### src/rtl/matrix_loader.sv
// matrix_loader: loads A/B from byte memory into the ALU, runs it, writes the result back (MATRIX_LOADER_UNARY_SKIP_EN skips B for unary ops)
module matrix_loader #(
    parameter int ELEMS  = 25,
    parameter int DATA_W = 8,
    parameter int ADDR_W = 8
) (
    input  logic                    clk,
    input  logic                    rst_n,
    input  logic                    cmd_valid,
    output logic                    cmd_ready,
    input  logic [3:0]              cmd_opcode,
    input  logic [ADDR_W-1:0]       cmd_addr_a,
    input  logic [ADDR_W-1:0]       cmd_addr_b,
    input  logic [ADDR_W-1:0]       cmd_addr_r,
    output logic [ADDR_W-1:0]       mem_addr,
    output logic                    mem_rd_en,
    input  logic [DATA_W-1:0]       mem_rdata,
    output logic                    mem_wr_en,
    output logic [DATA_W-1:0]       mem_wdata,
    output logic [3:0]              alu_opcode,
    output logic [ELEMS*DATA_W-1:0] alu_matrizA,
    output logic [ELEMS*DATA_W-1:0] alu_matrizB,
    output logic                    alu_start,
    input  logic [ELEMS*DATA_W-1:0] alu_result,
    input  logic                    alu_done,
    output logic                    busy,
    output logic                    cmd_done
);
    localparam int MW = ELEMS * DATA_W;
    localparam int CW = $clog2(2 * ELEMS);
    typedef enum logic [2:0] {IDLE, LOAD, EXEC, STORE, FIN} state_t;
    state_t state;
    logic [ADDR_W-1:0] addr_b, addr_r;
    logic [CW-1:0] k, last;
    logic cap_en, cap_b, skip;
    logic [MW-1:0] res;
`ifdef MATRIX_LOADER_UNARY_SKIP_EN
    assign skip = alu_opcode == 4'b0110 || alu_opcode == 4'b0111;
`else
    assign skip = 1'b0;
`endif
    assign last      = skip ? CW'(ELEMS - 1) : CW'(2 * ELEMS - 1);
    assign cmd_ready = state == IDLE;
    assign busy      = state != IDLE;
    // operands fill by shifting in from the top, so the first byte read ends up in element 0
    always_ff @(posedge clk or negedge rst_n) begin
        if (!rst_n) begin
            state       <= IDLE;
            addr_b      <= '0;
            addr_r      <= '0;
            k           <= '0;
            cap_en      <= 1'b0;
            cap_b       <= 1'b0;
            res         <= '0;
            mem_addr    <= '0;
            mem_rd_en   <= 1'b0;
            mem_wr_en   <= 1'b0;
            mem_wdata   <= '0;
            alu_opcode  <= '0;
            alu_matrizA <= '0;
            alu_matrizB <= '0;
            alu_start   <= 1'b0;
            cmd_done    <= 1'b0;
        end else begin
            cap_en <= mem_rd_en;
            cap_b  <= k >= CW'(ELEMS);
            if (cap_en && cap_b) alu_matrizB <= {mem_rdata, alu_matrizB[MW-1:DATA_W]};
            if (cap_en && !cap_b) alu_matrizA <= {mem_rdata, alu_matrizA[MW-1:DATA_W]};
            case (state)
                IDLE: if (cmd_valid) begin
                    state      <= LOAD;
                    alu_opcode <= cmd_opcode;
                    addr_b     <= cmd_addr_b;
                    addr_r     <= cmd_addr_r;
                    mem_addr   <= cmd_addr_a;
                    mem_rd_en  <= 1'b1;
                    k          <= '0;
                end
                LOAD: if (mem_rd_en) begin
                    if (k == last) mem_rd_en <= 1'b0;
                    else begin
                        k        <= k + 1'b1;
                        mem_addr <= k == CW'(ELEMS - 1) ? addr_b : mem_addr + 1'b1;
                    end
                end else if (cap_en) begin
                    state     <= EXEC;
                    alu_start <= 1'b1;
                    if (skip) alu_matrizB <= '0;
                end
                EXEC: if (alu_done) begin
                    state     <= STORE;
                    alu_start <= 1'b0;
                    res       <= alu_result >> DATA_W;
                    mem_wr_en <= 1'b1;
                    mem_addr  <= addr_r;
                    mem_wdata <= alu_result[DATA_W-1:0];
                    k         <= '0;
                end
                STORE: if (k == CW'(ELEMS - 1)) begin
                    state     <= FIN;
                    mem_wr_en <= 1'b0;
                    cmd_done  <= 1'b1;
                end else begin
                    k         <= k + 1'b1;
                    mem_addr  <= mem_addr + 1'b1;
                    mem_wdata <= res[DATA_W-1:0];
                    res       <= res >> DATA_W;
                end
                FIN: begin
                    state    <= IDLE;
                    cmd_done <= 1'b0;
                end
                default: state <= IDLE;
            endcase
        end
    end
endmodule

### config.mk
export PLATFORM = sky130hd
export DESIGN_NAME = matrix_loader
export DESIGN_NICKNAME = d
export VERILOG_FILES = /design/src/rtl/matrix_loader.sv
export SDC_FILE = /design/constraint.sdc
export NUM_CORES = 1
export LEC_CHECK = 0
export BUFFER_PORTS_ARGS = -buffer_cell sky130_fd_sc_hd__buf_2
export CAP_MARGIN = 20
export CORE_MARGIN = 4
export CORE_UTILIZATION = 40
export CTS_CLUSTER_DIAMETER = 100
export DETAILED_ROUTE_END_ITERATION = 10
export PLACE_DENSITY = 0.65
export SLEW_MARGIN = 20
export SYNTH_ARGS = -nofsm -noshare
export SYNTH_HDL_FRONTEND = slang
export SYNTH_SLANG_ARGS = --single-unit
### constraint.sdc
create_clock -name clk -period 2.1 [get_ports clk]
set_clock_uncertainty 0.05 [all_clocks]
set_input_delay 0.21 -clock clk [delete_from_list [all_inputs] [get_ports clk]]
set_output_delay 0.21 -clock clk [all_outputs]
set_load 0.02 [all_outputs]
# Word level (Yosys, flattened, before mapping)
# Cells that the tools add are included.
[op_classes]
n_eq_ne = 14
muxes = 38
order_cmp = 1
addsub = 2
reduce_logical = 18
[ops]
columns = ["op", "n"]
rows = [
  ["$mux 200", 2],
  ["$pmux 200 s2", 1],
  ["$mux 8", 8],
  ["$pmux 8 s4", 1],
  ["$mux 6", 5],
  ["$pmux 6 s4", 1],
  ["$ne 2x2->1 const B", 8],
  ["$pmux 8 s2", 1],
  ["$mux 3", 5],
  ["$pmux 3 s4", 1],
  ["$mux 1", 9],
  ["$add 8x1->8 const B", 1],
  ["$pmux 1 s2", 4],
  ["$reduce_bool 2->1", 4],
  ["$add 6x1->6 const B", 1],
  ["$eq 3x2->1 const B", 2],
  ["$eq 6x5->1 const B", 1],
  ["$eq 6x6->1 const B", 1],
  ["$ge 6x5->1 const B", 1],
  ["$reduce_and 2->1", 3],
  ["$reduce_and 3->1", 2],
  ["$reduce_and 6->1", 1],
  ["$reduce_and 5->1", 1],
  ["$reduce_and 4->1", 1],
  ["other kinds (7)", 8],
]
[totals]
out_inout_bits = 426
register_bits = 651
elab_cells = 89
inputBits = 240

# Longest topological paths before layout
# Gate-level depths: netlist of the first run.
[depth]
depth_word = 5
mapped_depth = 10
depth_no_buf = 7

# Worst setup path before layout of the first run
# Ideal clock, no wire load.
[synth_path]
path_kind = "register to register"
start = "register state[0]"
end = "register addr_b[1]"
slack_ns = -0.056
synth_period_minus_slack_ns = 2.156
stages_incl_launch_ff = 7
arrival_ns = 1.981
n_path_buf = 3
setup_time_ns = 0.125
required_ns = 1.925
cell_sequence = "dfrtp_1 -> buf_2 -> nor3_1 -> and2_1 -> buf_2 -> buf_2 -> mux2_2"
[synth_between]
elab_chain_cells = 2
[synth_rtl]
columns = ["item", "line", "source"]
rows = [
  ["start: declaration", "32", "state_t state;"],
  ["start signal: assignment", "48", "state <= IDLE;"],
  ["start signal: assignment", "71", "state <= LOAD;"],
  ["start signal: assignment", "86", "state <= EXEC;"],
  ["$logic_not 3->1", "--", ""],
  ["named net cmd_ready", "10", "output logic cmd_ready,"],
  ["$reduce_and 2->1 (no source line)", "--", ""],
  ["end signal: assignment", "73", "addr_b <= cmd_addr_b;"],
  ["end: declaration", "33", "logic [ADDR_W-1:0] addr_b, addr_r;"],
]
# The timed path passes the listed nets, and every way through them passes these cells.
# A chain may end at the register's enable or synchronous reset.

# Worst setup path after layout of the first run
[layout_path]
start = "register k[1]"
end = "register res[64]"
[layout_between]
elab_chain_cells = 3
[layout_rtl]
columns = ["item", "line", "source"]
rows = [
  ["start: declaration", "34", "logic [CW-1:0] k, last;"],
  ["start signal: assignment", "82", "k <= k + 1'b1;"],
  ["start signal: assignment", "104", "k <= k + 1'b1;"],
  ["$eq 6x5->1", "99", "STORE: if (k == CW'(ELEMS - 1)) begin"],
  ["$ne 2x2->1 (no source line)", "--", ""],
  ["$reduce_and 3->1 (no source line)", "--", ""],
  ["end signal: assignment", "93", "res <= alu_result >> DATA_W;"],
  ["end signal: assignment", "107", "res <= res >> DATA_W;"],
  ["end: declaration", "36", "logic [MW-1:0] res;"],
]
# Every way passes these cells.

==> results of run 1 <==
## worst paths after layout
| check | slack, ns | to | from | cells after the start |
|---|---|---|---|---|
| max | -0.15 | res[64] | k[1] | 10 |
| min in group asynchronous | 0.08 | alu_matrizB[172] | rst_n | 2 |
| min reg2reg | 0.43 | res[70] | res[70] | 2 |
| max reg2reg | -0.15 | res[64] | k[1] | 10 |
| min | 0.07 | state[0] | cmd_valid | 5 |
| max in group asynchronous | 1.00 | res[60] | rst_n | 3 |
## sequential cells by signal, indices dropped and copies added (netlist names)
| signal | cells |
|---|---|
| addr_r | 8 |
| mem_wr_en | 1 |
| mem_rd_en | 1 |
| state | 3 |
| mem_wdata | 8 |
| k | 6 |
| cap_b | 1 |
| res | 192 |
| alu_matrizB | 200 |
| alu_opcode | 4 |
| alu_matrizA | 200 |
| cap_en | 1 |
| addr_b | 8 |
| mem_addr | 8 |
| cmd_done | 1 |
| alu_start | 1 |
## metal layers
| metal | vias up | share of wire [%] | routed length [um] |
|---|---|---|---|
| met5 | - | 0 | 0 |
| met4 | 0 | 6.0 | 4960 |
| met3 | 305 | 5.5 | 4530 |
| met2 | 852 | 49 | 40900 |
| met1 | 9769 | 39 | 32300 |
| li1 | 8813 | - | - |
## worst reg2reg max path, stage by stage, from the launching register on
cell	delay, ns
dfrtp_1	0.39
inv_2	0.10
ha_4	0.15
nand2b_4	0.08
or3_4	0.37
o21ai_4	0.18
buf_4	0.20
buf_12	0.18
buf_8	0.18
nand2_1	0.11
o21ai_0	0.16
## cells in the final DEF, fill, tap and decap left out, types with 11 or more instances in the layout
master	n
buf_12	36
nand3_1	13
o21ai_0	111
nand2_2	15
a21oi_1	15
dlygate4sd3_1	239
clkbuf_8	16
o21ai_1	92
nor2_1	20
nand2_1	210
dfrtp_1	641
buf_2	664
nor3_1	11
mux2_2	418
clkinv_2	11
mux2i_1	193
clkbuf_1	15
buf_4	59
clkbuf_16	82
## timing repair
item	CTS	global route
gates cloned	0	18
setup endpoints to repair	58	185
gates resized for setup	7	118
pin swaps	0	10
hold buffers	239	0
endpoints found under the hold margin	631	0
setup buffers	0	10
## kinds of logic after synthesis
| kind of cell | synth area share, % |
|---|---|
| AO/OA/AOI/OAI | 5.38 |
| XOR/XNOR | 0.0335 |
| flip-flops | 61.6 |
| AND/OR/NAND/NOR | 4.73 |
| adder cells (fa/ha/maj) | 0.192 |
| buffers and inverters | 2.67 |
| multiplexers | 25.4 |
## cell type report
cell class,count,area [um2]
clock buffer,101,2030
clock inverter,21,226
sequential,643,16100
inverter,12,45.0
multi-input combinational,1172,9470
fill,5130,28200
tap,855,1070
timing repair buffer,1026,7460
antenna,8,20.0
## power by group through the flow
stage / Combinational (W) / Sequential, W / Clock, W
after global placement: 0.0255 / 0.0221 / 0
after CTS: 0.0266 / 0.0222 / 0.0123
after global routing: 0.0308 / 0.0229 / 0.0129
final: 0.0289 / 0.0223 / 0.0121
after floorplan: 0.0120 / 0.0250 / 0
after detailed placement: 0.0261 / 0.0223 / 0
## stage by stage
step / total power, W / std cells / area (um2)
3_5_place_dp: 0.0484 / 3441 / 31000
2_1_floorplan: 0.0370 / 1952 / 26100
5_1_grt: 0.0666 / 3838 / 36400
4_1_cts: 0.0611 / 3802 / 35600
6_report: 0.0632 / 3838 / 36400
3_3_place_gp: 0.0475 / 3441 / 31000
==> impl_results.md, run 1 <==
- Synth Instances: 1952
- Worst path required time: 2.52 ns
- Combinational share of power: 45.6%
- All-Layer GR Usage: 22.0%
- Setup Viol. Count Final: 84
- Share of layout cells above drive strength 1: 45.4%
- FFs w/ async S/R, synth: 100%
- Std cell rows: 93
- Leakage: 17.9 nW
- Fin Setup TNS: -2.76 ns
- Pre-CTS WS: -0.0176 ns
- Grt met2 use: 37.1%
- Die height: 264 um
- Met3 GRT Util: 4.02%
- Gp weighted congestion: 0.884
- Clk pwr share: 19.1%
- Status: complete, but fails checks
- PnR worst setup slack: -0.149 ns
- Initial Util: 40.5%
- Slew headroom: 48.9%
- Yosys warns: 0
- Max-slew violation count: 0
- CTS Sinks: 643
- FMAX: 445 MHz
- Power per Cell Area: 1740 nW/um2
- Area of the die: 69500 um2
- Clk Latency, worst-skew pair: 0.60 ns
- RSZ-0062 raised after global routing: true
- Hold Path Class: primary input to flop
- Area growth, synth to finish: 39.4%
- Internal: 0.0384 W
- Crit path buf inv count: 4
- Synth area leaders: dfrtp_1 62%, mux2_2 18%, mux2i_1 7.4%
- Fin crit period: 2.25 ns
- Layout Nets: 3168
- CTS Buf Count: 69
- WHS: 0.0704 ns
- Max clock buf depth: 3
- GRT overflow: 0
- Global route hottest layer: met2
- Share of Yosys cell area claimed by the top area cell type: 61.6%
- Synth Cell Area: 26100 um2
- DRC: 0
- WL per Instance: 21.5 um
- Switching pwr: 0.0249 W
- Synth cell types: 50
- CTS root buf: clkbuf_16
- Synth Flop Type: dfrtp_1
- H-tree Lvls: 3
- Vias in the first global route: 20.8k
- 1st-pass router iterations: 5
- Top Family by Delay on Critical Path: buffers and inverters
- Worst setup SP type: flop
- Critical Path Fanout Max: 17
- MaxCap Viol Count: 0
- Failing checks: setup timing
- Largest net degree at the start of global routing: 85
- Max incr delay on CP: 0.39 ns
- Synth area leader: dfrtp_1
- Syn nets: 2196
- VDD IR-drop max: 1.22 mV
- DP HPWL: 54.9 mm
- Core area: 64600 um2
- Routed via count: 19.7k
- First-pass GRT wire length: 122 mm
- Period Utilization, post-route: 107%
- Met1 GRT Util: 26.5%
- First DRT Iteration DRCs: 1456
- Crit end category: flop
- Top-count cell post-synth: dfrtp_1
- Clock tree from TritonCTS: built
- Crit-path cells: inv_2, ha_4, nand2b_4, or3_4, o21ai_4, buf_4, buf_12, buf_8, nand2_1, o21ai_0
- Post-route ant nets: 0
- Final Hold Viols: 0
- Post-synth EDFFs: 0
- Most common library cells after synthesis: 643 x dfrtp_1, 418 x mux2_2, 226 x nand2_1
- Seq pwr share: 35.3%
- Slew @ Worst Pin: 0.765 ns
- Die Wd: 264 um
- I/O Pins: 666
- Final wirelength: 82.6 mm
- Setup CP Type: flop to flop
- PortBufs: 665
- Post-synthesis area per instance: 13.4 um2
- Sequential share of the synthesized area: 61.6%
- Slowest CP cell: dfrtp_1
- Util after Layout: 56.4%
- Yosys reg bits: 643
- Vias per cell: 5.14
- CTS clk-pin slew, worst paths: 0.06 ns
- Antenna violations before repair: 8
- Worst path arrival time: 2.67 ns
- Net Sw Frac: 39.3%
No activity file was read; power rests on OpenSTA's default activity.
==> run 2: changes to the inputs <==
==> constraint.sdc (replaced) <==
create_clock -name clk -period 2.1 [get_ports clk]
set_clock_uncertainty 0.05 [all_clocks]
set_input_delay 0.42 -clock clk [delete_from_list [all_inputs] [get_ports clk]]
set_output_delay 0.42 -clock clk [all_outputs]
set_load 0.02 [all_outputs]
==> run 2 against run 1 <==
Compared with the run above: the flow still finishes with violations (setup timing); global-route usage shrank 1.5 points; power up 0.14%; combinational power about the same; routed wire length shrank 6.2%; largest power group unchanged.
==> impl_results.md, run 2 (same netlist as run 1, synthesis figures left out) <==
- Most frequent CP cell: buf_12
- WHS: 0.0488 ns
- Fin Setup TNS: -2.07 ns
- WL per Instance: 21.4 um
- VDD IR-drop max: 1.06 mV
- First DRT Iteration DRCs: 1237
- Vias per cell: 5.08
- Leakage: 17.2 nW
- Crit-path cells: inv_2, ha_4, nand2b_4, or3_4, o21ai_4, buf_12, buf_6, buf_12, nand2_1, o21ai_0
- Die height: 264 um
- PortBufs: 665
- CP Launch Point: k[1]
- CTS clk-pin slew, worst paths: 0.07 ns
- DRC: 0
- Power per Cell Area: 1830 nW/um2
- Routed via count: 18.5k
- Worst path required time: 2.54 ns
- Period Utilization, post-route: 104%
- Post-route ant nets: 0
- MaxCap Viol Count: 0
- Gp weighted congestion: 0.868
- CTS Buf Count: 71
- Vias in the first global route: 18.8k
- Clk Latency, worst-skew pair: 0.60 ns
- Status: complete, but fails checks
- Reg2reg start: k[1]
- Slowest CP cell: dfrtp_1
- Std cell rows: 93
- Final Hold Viols: 0
- Max-slew violation count: 0
- I/O Pins: 666
- Core area: 64600 um2
- RSZ-0062 raised after global routing: true
- FMAX: 460 MHz
- Worst setup SP type: flop
- Commonest non-fill, non-tap cell in the layout: buf_2
- Critical Path Fanout Max: 17
- DP HPWL: 55.2 mm
- All-Layer GR Usage: 20.5%
- Hold Path Class: primary input to flop
- Initial Util: 40.5%
- Area growth, synth to finish: 32.3%
- Max clock buf depth: 3
- Final wirelength: 77.5 mm
- Antenna violations before repair: 5
- 1st-pass router iterations: 5
- Setup CP Type: flop to flop
- First-pass GRT wire length: 113 mm
- Share of layout cells above drive strength 1: 50.1%
- Max incr delay on CP: 0.40 ns
- Setup Viol. Count Final: 88
- Area of the die: 69500 um2
- Die Wd: 264 um
- CTS root buf: clkbuf_16
- Top flop regs: alu_matrizA (200), alu_matrizB (200), res (192)
- Hold path startpoint: mem_rdata[0]
- Crit end category: flop
- Largest net degree at the start of global routing: 85
- Clock tree from TritonCTS: built
- Slew @ Worst Pin: 0.483 ns
- Fin crit period: 2.17 ns
- Layout Nets: 2969
- H-tree Lvls: 3
- Failing checks: setup timing
- Worst path arrival time: 2.61 ns
- PnR worst setup slack: -0.0743 ns
- Most frequent cells in the layout: 662 x buf_2, 640 x dfrtp_1, 418 x mux2_2
- CTS Sinks: 643
- Slew headroom: 67.8%
- GRT overflow: 0
==> run 2: report_power, final <==
part	internal [W]	switching, W
registers	0.0180	0.00422
clock network	0.00691	0.00502
logic	0.0135	0.0156
==> run 2: worst paths after layout <==
kind	cells past startpoint	slack [ns]	endpoint
worst max register to register	10	-0.07	res[165]
worst min-delay path	2	0.05	alu_matrizB[192]
max in group asynchronous	4	0.85	alu_matrizB[7]
worst max-delay path	10	-0.07	res[165]
worst min register to register	0	0.42	cap_en
min in group asynchronous	2	0.27	res[77]
==> run 2: critical path: cells and delay by family (launching register included) <==
kind,cells,cell delay (ns)
buffers and inverters,4,0.63
AND/OR/NAND/NOR,3,0.54
flip-flops,1,0.40
AO/OA/AOI/OAI,2,0.30
adder cells (fa/ha/maj),1,0.14
==> run 2: through the flow <==
stage	instances	cell area, um2	util, %	total power, W	setup slack (ns)
floorplan	1952	26100	-	0.0370	0.160
global placement	3435	30900	47.9	0.0476	0.0588
detailed placement	3435	30900	47.9	0.0485	-0.0255
CTS	3588	33500	51.9	0.0608	0.0175
global route	3631	34600	53.5	0.0668	-0.115
finish	3631	34600	53.5	0.0633	-0.0743
==> run 2: metal layers <==
metal / GRT usage (%) / share of wire (%) / vias up
met5: 0 / 0.017 / -
met4: 8.47 / 3.7 / 2
met3: 3.73 / 5.3 / 158
met2: 34.7 / 50 / 623
met1: 26.1 / 41 / 9230
li1: - / - / 8446
==> run 2: area by class of cell <==
class / count / area, um2
Tap cell: 855 / 1070
Timing Repair Buffer: 825 / 5530
Sequential cell: 643 / 16100
Clock buffer: 103 / 2040
Antenna cell: 3 / 7.51
Clock inverter: 18 / 185
Fill cell: 5464 / 30000
Multi-Input combinational cell: 1172 / 9610
Inverter: 12 / 45.0
==> run 2: repair_timing <==
action                                  CTS  global route
pin swaps                                 1            17
setup buffers                             4             7
endpoints found under the setup margin   44           146
gates cloned                              0            33
gates resized for setup                  10           159
hold buffers                             29             0
hold endpoints to repair                 56             0
==> run 3: changes to the inputs <==
--- a/config.mk
+++ b/config.mk
@@ -7,11 +7,13 @@
 export LEC_CHECK = 0
 export BUFFER_PORTS_ARGS = -buffer_cell sky130_fd_sc_hd__buf_2
 export CAP_MARGIN = 20
+export CELL_PAD_IN_SITES_DETAIL_PLACEMENT = 1
+export CELL_PAD_IN_SITES_GLOBAL_PLACEMENT = 2
 export CORE_MARGIN = 4
-export CORE_UTILIZATION = 40
+export CORE_UTILIZATION = 32
 export CTS_CLUSTER_DIAMETER = 100
 export DETAILED_ROUTE_END_ITERATION = 10
-export PLACE_DENSITY = 0.65
+export PLACE_DENSITY_LB_ADDON = 0.1
 export SLEW_MARGIN = 20
 export SYNTH_ARGS = -nofsm -noshare
 export SYNTH_HDL_FRONTEND = slang
==> run 3 against run 2 <==
Compared with the run above: the flow still finishes with violations (setup timing); utilization is 10 points lower; final cell count grew 6.6%; cell area rose by 1.6%; clock power is 12% higher; register-to-register slack better by 0.07 ns; worst hold slack worse by 0.0041 ns; power increased by 1.7%; via count down 1.0%; routed wire length up 14%; critical path depth shrank 6; global-route usage decreased by 1.1 points; clock-buffer cell count rose by 13.
==> impl_results.md, run 3 (same netlist as run 1, synthesis figures left out) <==
- FMAX: 472 MHz
- Gp weighted congestion: 0.794
- Post-route ant nets: 0
- Multi-input gate area: 9510 um2
- Clk Latency, worst-skew pair: 0.62 ns
- Fin Setup TNS: -0.0309 ns
- Power per Cell Area: 1830 nW/um2
- Layout Nets: 2989
- Antenna violations before repair: 12
- Crit path buf inv count: 3
- Share of layout cells above drive strength 1: 48.9%
- Setup CP Type: flop to output pin
- Final Hold Viols: 0
- Slowest CP cell: dfrtp_2
- Period Utilization, post-route: 101%
- Final wirelength: 88.7 mm
- CTS Buf Count: 76
- Top flop regs: alu_matrizA (200), alu_matrizB (200), res (192)
- Area growth, synth to finish: 34.5%
- Hold path startpoint: alu_result[191]
- Worst Hold End: res[183]
- 1st-pass router iterations: 4
- H-tree Lvls: 3
- Seq. cell area: 16100 um2
- PortBufs: 665
- Max-slew violation count: 0
- Status: complete, but fails checks
- Clock tree from TritonCTS: built
- Die Wd: 294 um
- Worst path required time: 1.63 ns
- Max incr delay on CP: 0.42 ns
- Setup Viol. Count Final: 2
- Failing checks: setup timing
- DP Area: 31400 um2
- Fin crit period: 2.12 ns
- First DRT Iteration DRCs: 581
- MaxCap Viol Count: 0
- Most frequent cells in the layout: 664 x buf_2, 641 x dfrtp_1, 418 x mux2_2
- Crit-path cells: buf_6, nor3_4, inv_1, buf_6
- Slew @ Worst Pin: 0.581 ns
- GRT overflow: 0
- Std cell rows: 104
- Hold Path Class: primary input to flop
- WL per Instance: 22.9 um
- Reg2reg start: k[1]
- Post-route cell area: 35100 um2
- Vias per cell: 4.72
- Max clock buf depth: 3
- Pwr Total: 0.0644 W
- Largest net degree at the start of global routing: 116
- CTS Sinks: 643
- All-Layer GR Usage: 19.4%
- Slew headroom: 61.1%
- WHS: 0.0448 ns
- I/O Pins: 666
- Util after Layout: 43.5%
- VDD IR-drop max: 0.849 mV
- Most frequent CP cell: buf_6
- Worst path arrival time: 1.65 ns
- Area of the die: 86300 um2
- Core area: 80700 um2
- Crit end category: output pin
- Critical Path Fanout Max: 5
- Initial Util: 32.4%
- R2R depth: 9
- DP HPWL: 65.0 mm
- Worst setup SP type: flop
- Routed via count: 18.3k
- PnR worst setup slack: -0.0195 ns
- Layout fillers: 8628
- Min-Delay Path Depth: 3
- First-pass GRT wire length: 128 mm
- Top Family by Delay on Critical Path: flip-flops
- RSZ-0062 raised after global routing: true
- FF-to-FF End: res[16]
- Commonest non-fill, non-tap cell in the layout: buf_2
- Leakage: 17.3 nW
- CTS clk-pin slew, worst paths: 0.06 ns
- DRC: 0
- Reg2Reg Setup Slack: 0 ns
- Vias in the first global route: 19.9k
- Die height: 294 um
- CTS root buf: clkbuf_16
==> run 3: cell types whose count changed in the layout (fill, tap and decap cells not counted), sizes merged <==
| cell | before | now |
|---|---|---|
| clkinvlp | 0 | 1 |
| clkinv | 11 | 10 |
| inv | 18 | 14 |
| diode | 3 | 10 |
| bufinv | 1 | 4 |
| clkbuf | 120 | 132 |
| buf | 779 | 787 |
| dlygate4sd3 | 29 | 37 |
==> run 3: worst reg2reg max path: stages, from the launching register on <==
cell and delay [ns]:
dfrtp_1 0.39, inv_2 0.08, ha_4 0.14, nand2b_4 0.08, or3_4 0.36, o21ai_4 0.19, buf_12 0.18, clkbuf_16 0.21
clkbuf_16 0.19, o21ai_0 0.10
==> run 3: how the worst max path moves through the flow <==
stage / slack (ns) / startpoint / endpoint / cells after the start
after global placement: -0.16 / k[1] / mem_addr[5] / 9
after detailed placement: -0.15 / k[1] / mem_addr[5] / 9
after CTS: -0.05 / state[2] / busy / 4
after floorplan: 0.16 / k[1] / res[19] / 10
after global routing: -0.08 / k[1] / res[144] / 10
final: -0.02 / state[0] / busy / 4
==> run 3: per-layer routing <==
layer  track usage [%]  vias up  wire, um
met4              6.19        2      2930
met1              23.6     9219     36100
met5                 0        -        13
met2              33.6      456     44600
li1                  -     8464         -
met3              5.18      131      5050
==> run 3: cell type report <==
| class | instances | area share, % |
|---|---|---|
| Antenna cell | 10 | 0.0712 |
| Clock buffer | 116 | 6.41 |
| Clock inverter | 17 | 0.755 |
| Inverter | 12 | 0.128 |
| Multi-Input combinational cell | 1172 | 27.1 |
| Sequential cell | 643 | 45.8 |
| Tap cell | 1060 | 3.78 |
| Timing Repair Buffer | 840 | 16.0 |
==> run 3: per-stage QoR <==
stage          worst slack (ns)  cells
2_1_floorplan             0.160   1952
3_3_place_gp             -0.158   3652
3_5_place_dp             -0.146   3652
4_1_cts                 -0.0532   3826
5_1_grt                 -0.0816   3866
6_report                -0.0195   3870
==> run 3: repair_timing <==
item / CTS / global route
cloned: 1 / 24
resized for setup: 13 / 95
pin swaps: 4 / 9
setup buffers: 5 / 10
hold endpoints to repair: 321 / 0
hold buffers: 37 / 0
endpoints found under the setup margin: 13 / 126
==> run 3: report_power, final <==
group	internal, W	leakage, nW	switching, W
clock	0.00792	1.23	0.00538
sequential	0.0180	7.97	0.00417
combinational	0.0131	8.08	0.0158
total	0.0391	17.3	0.0253
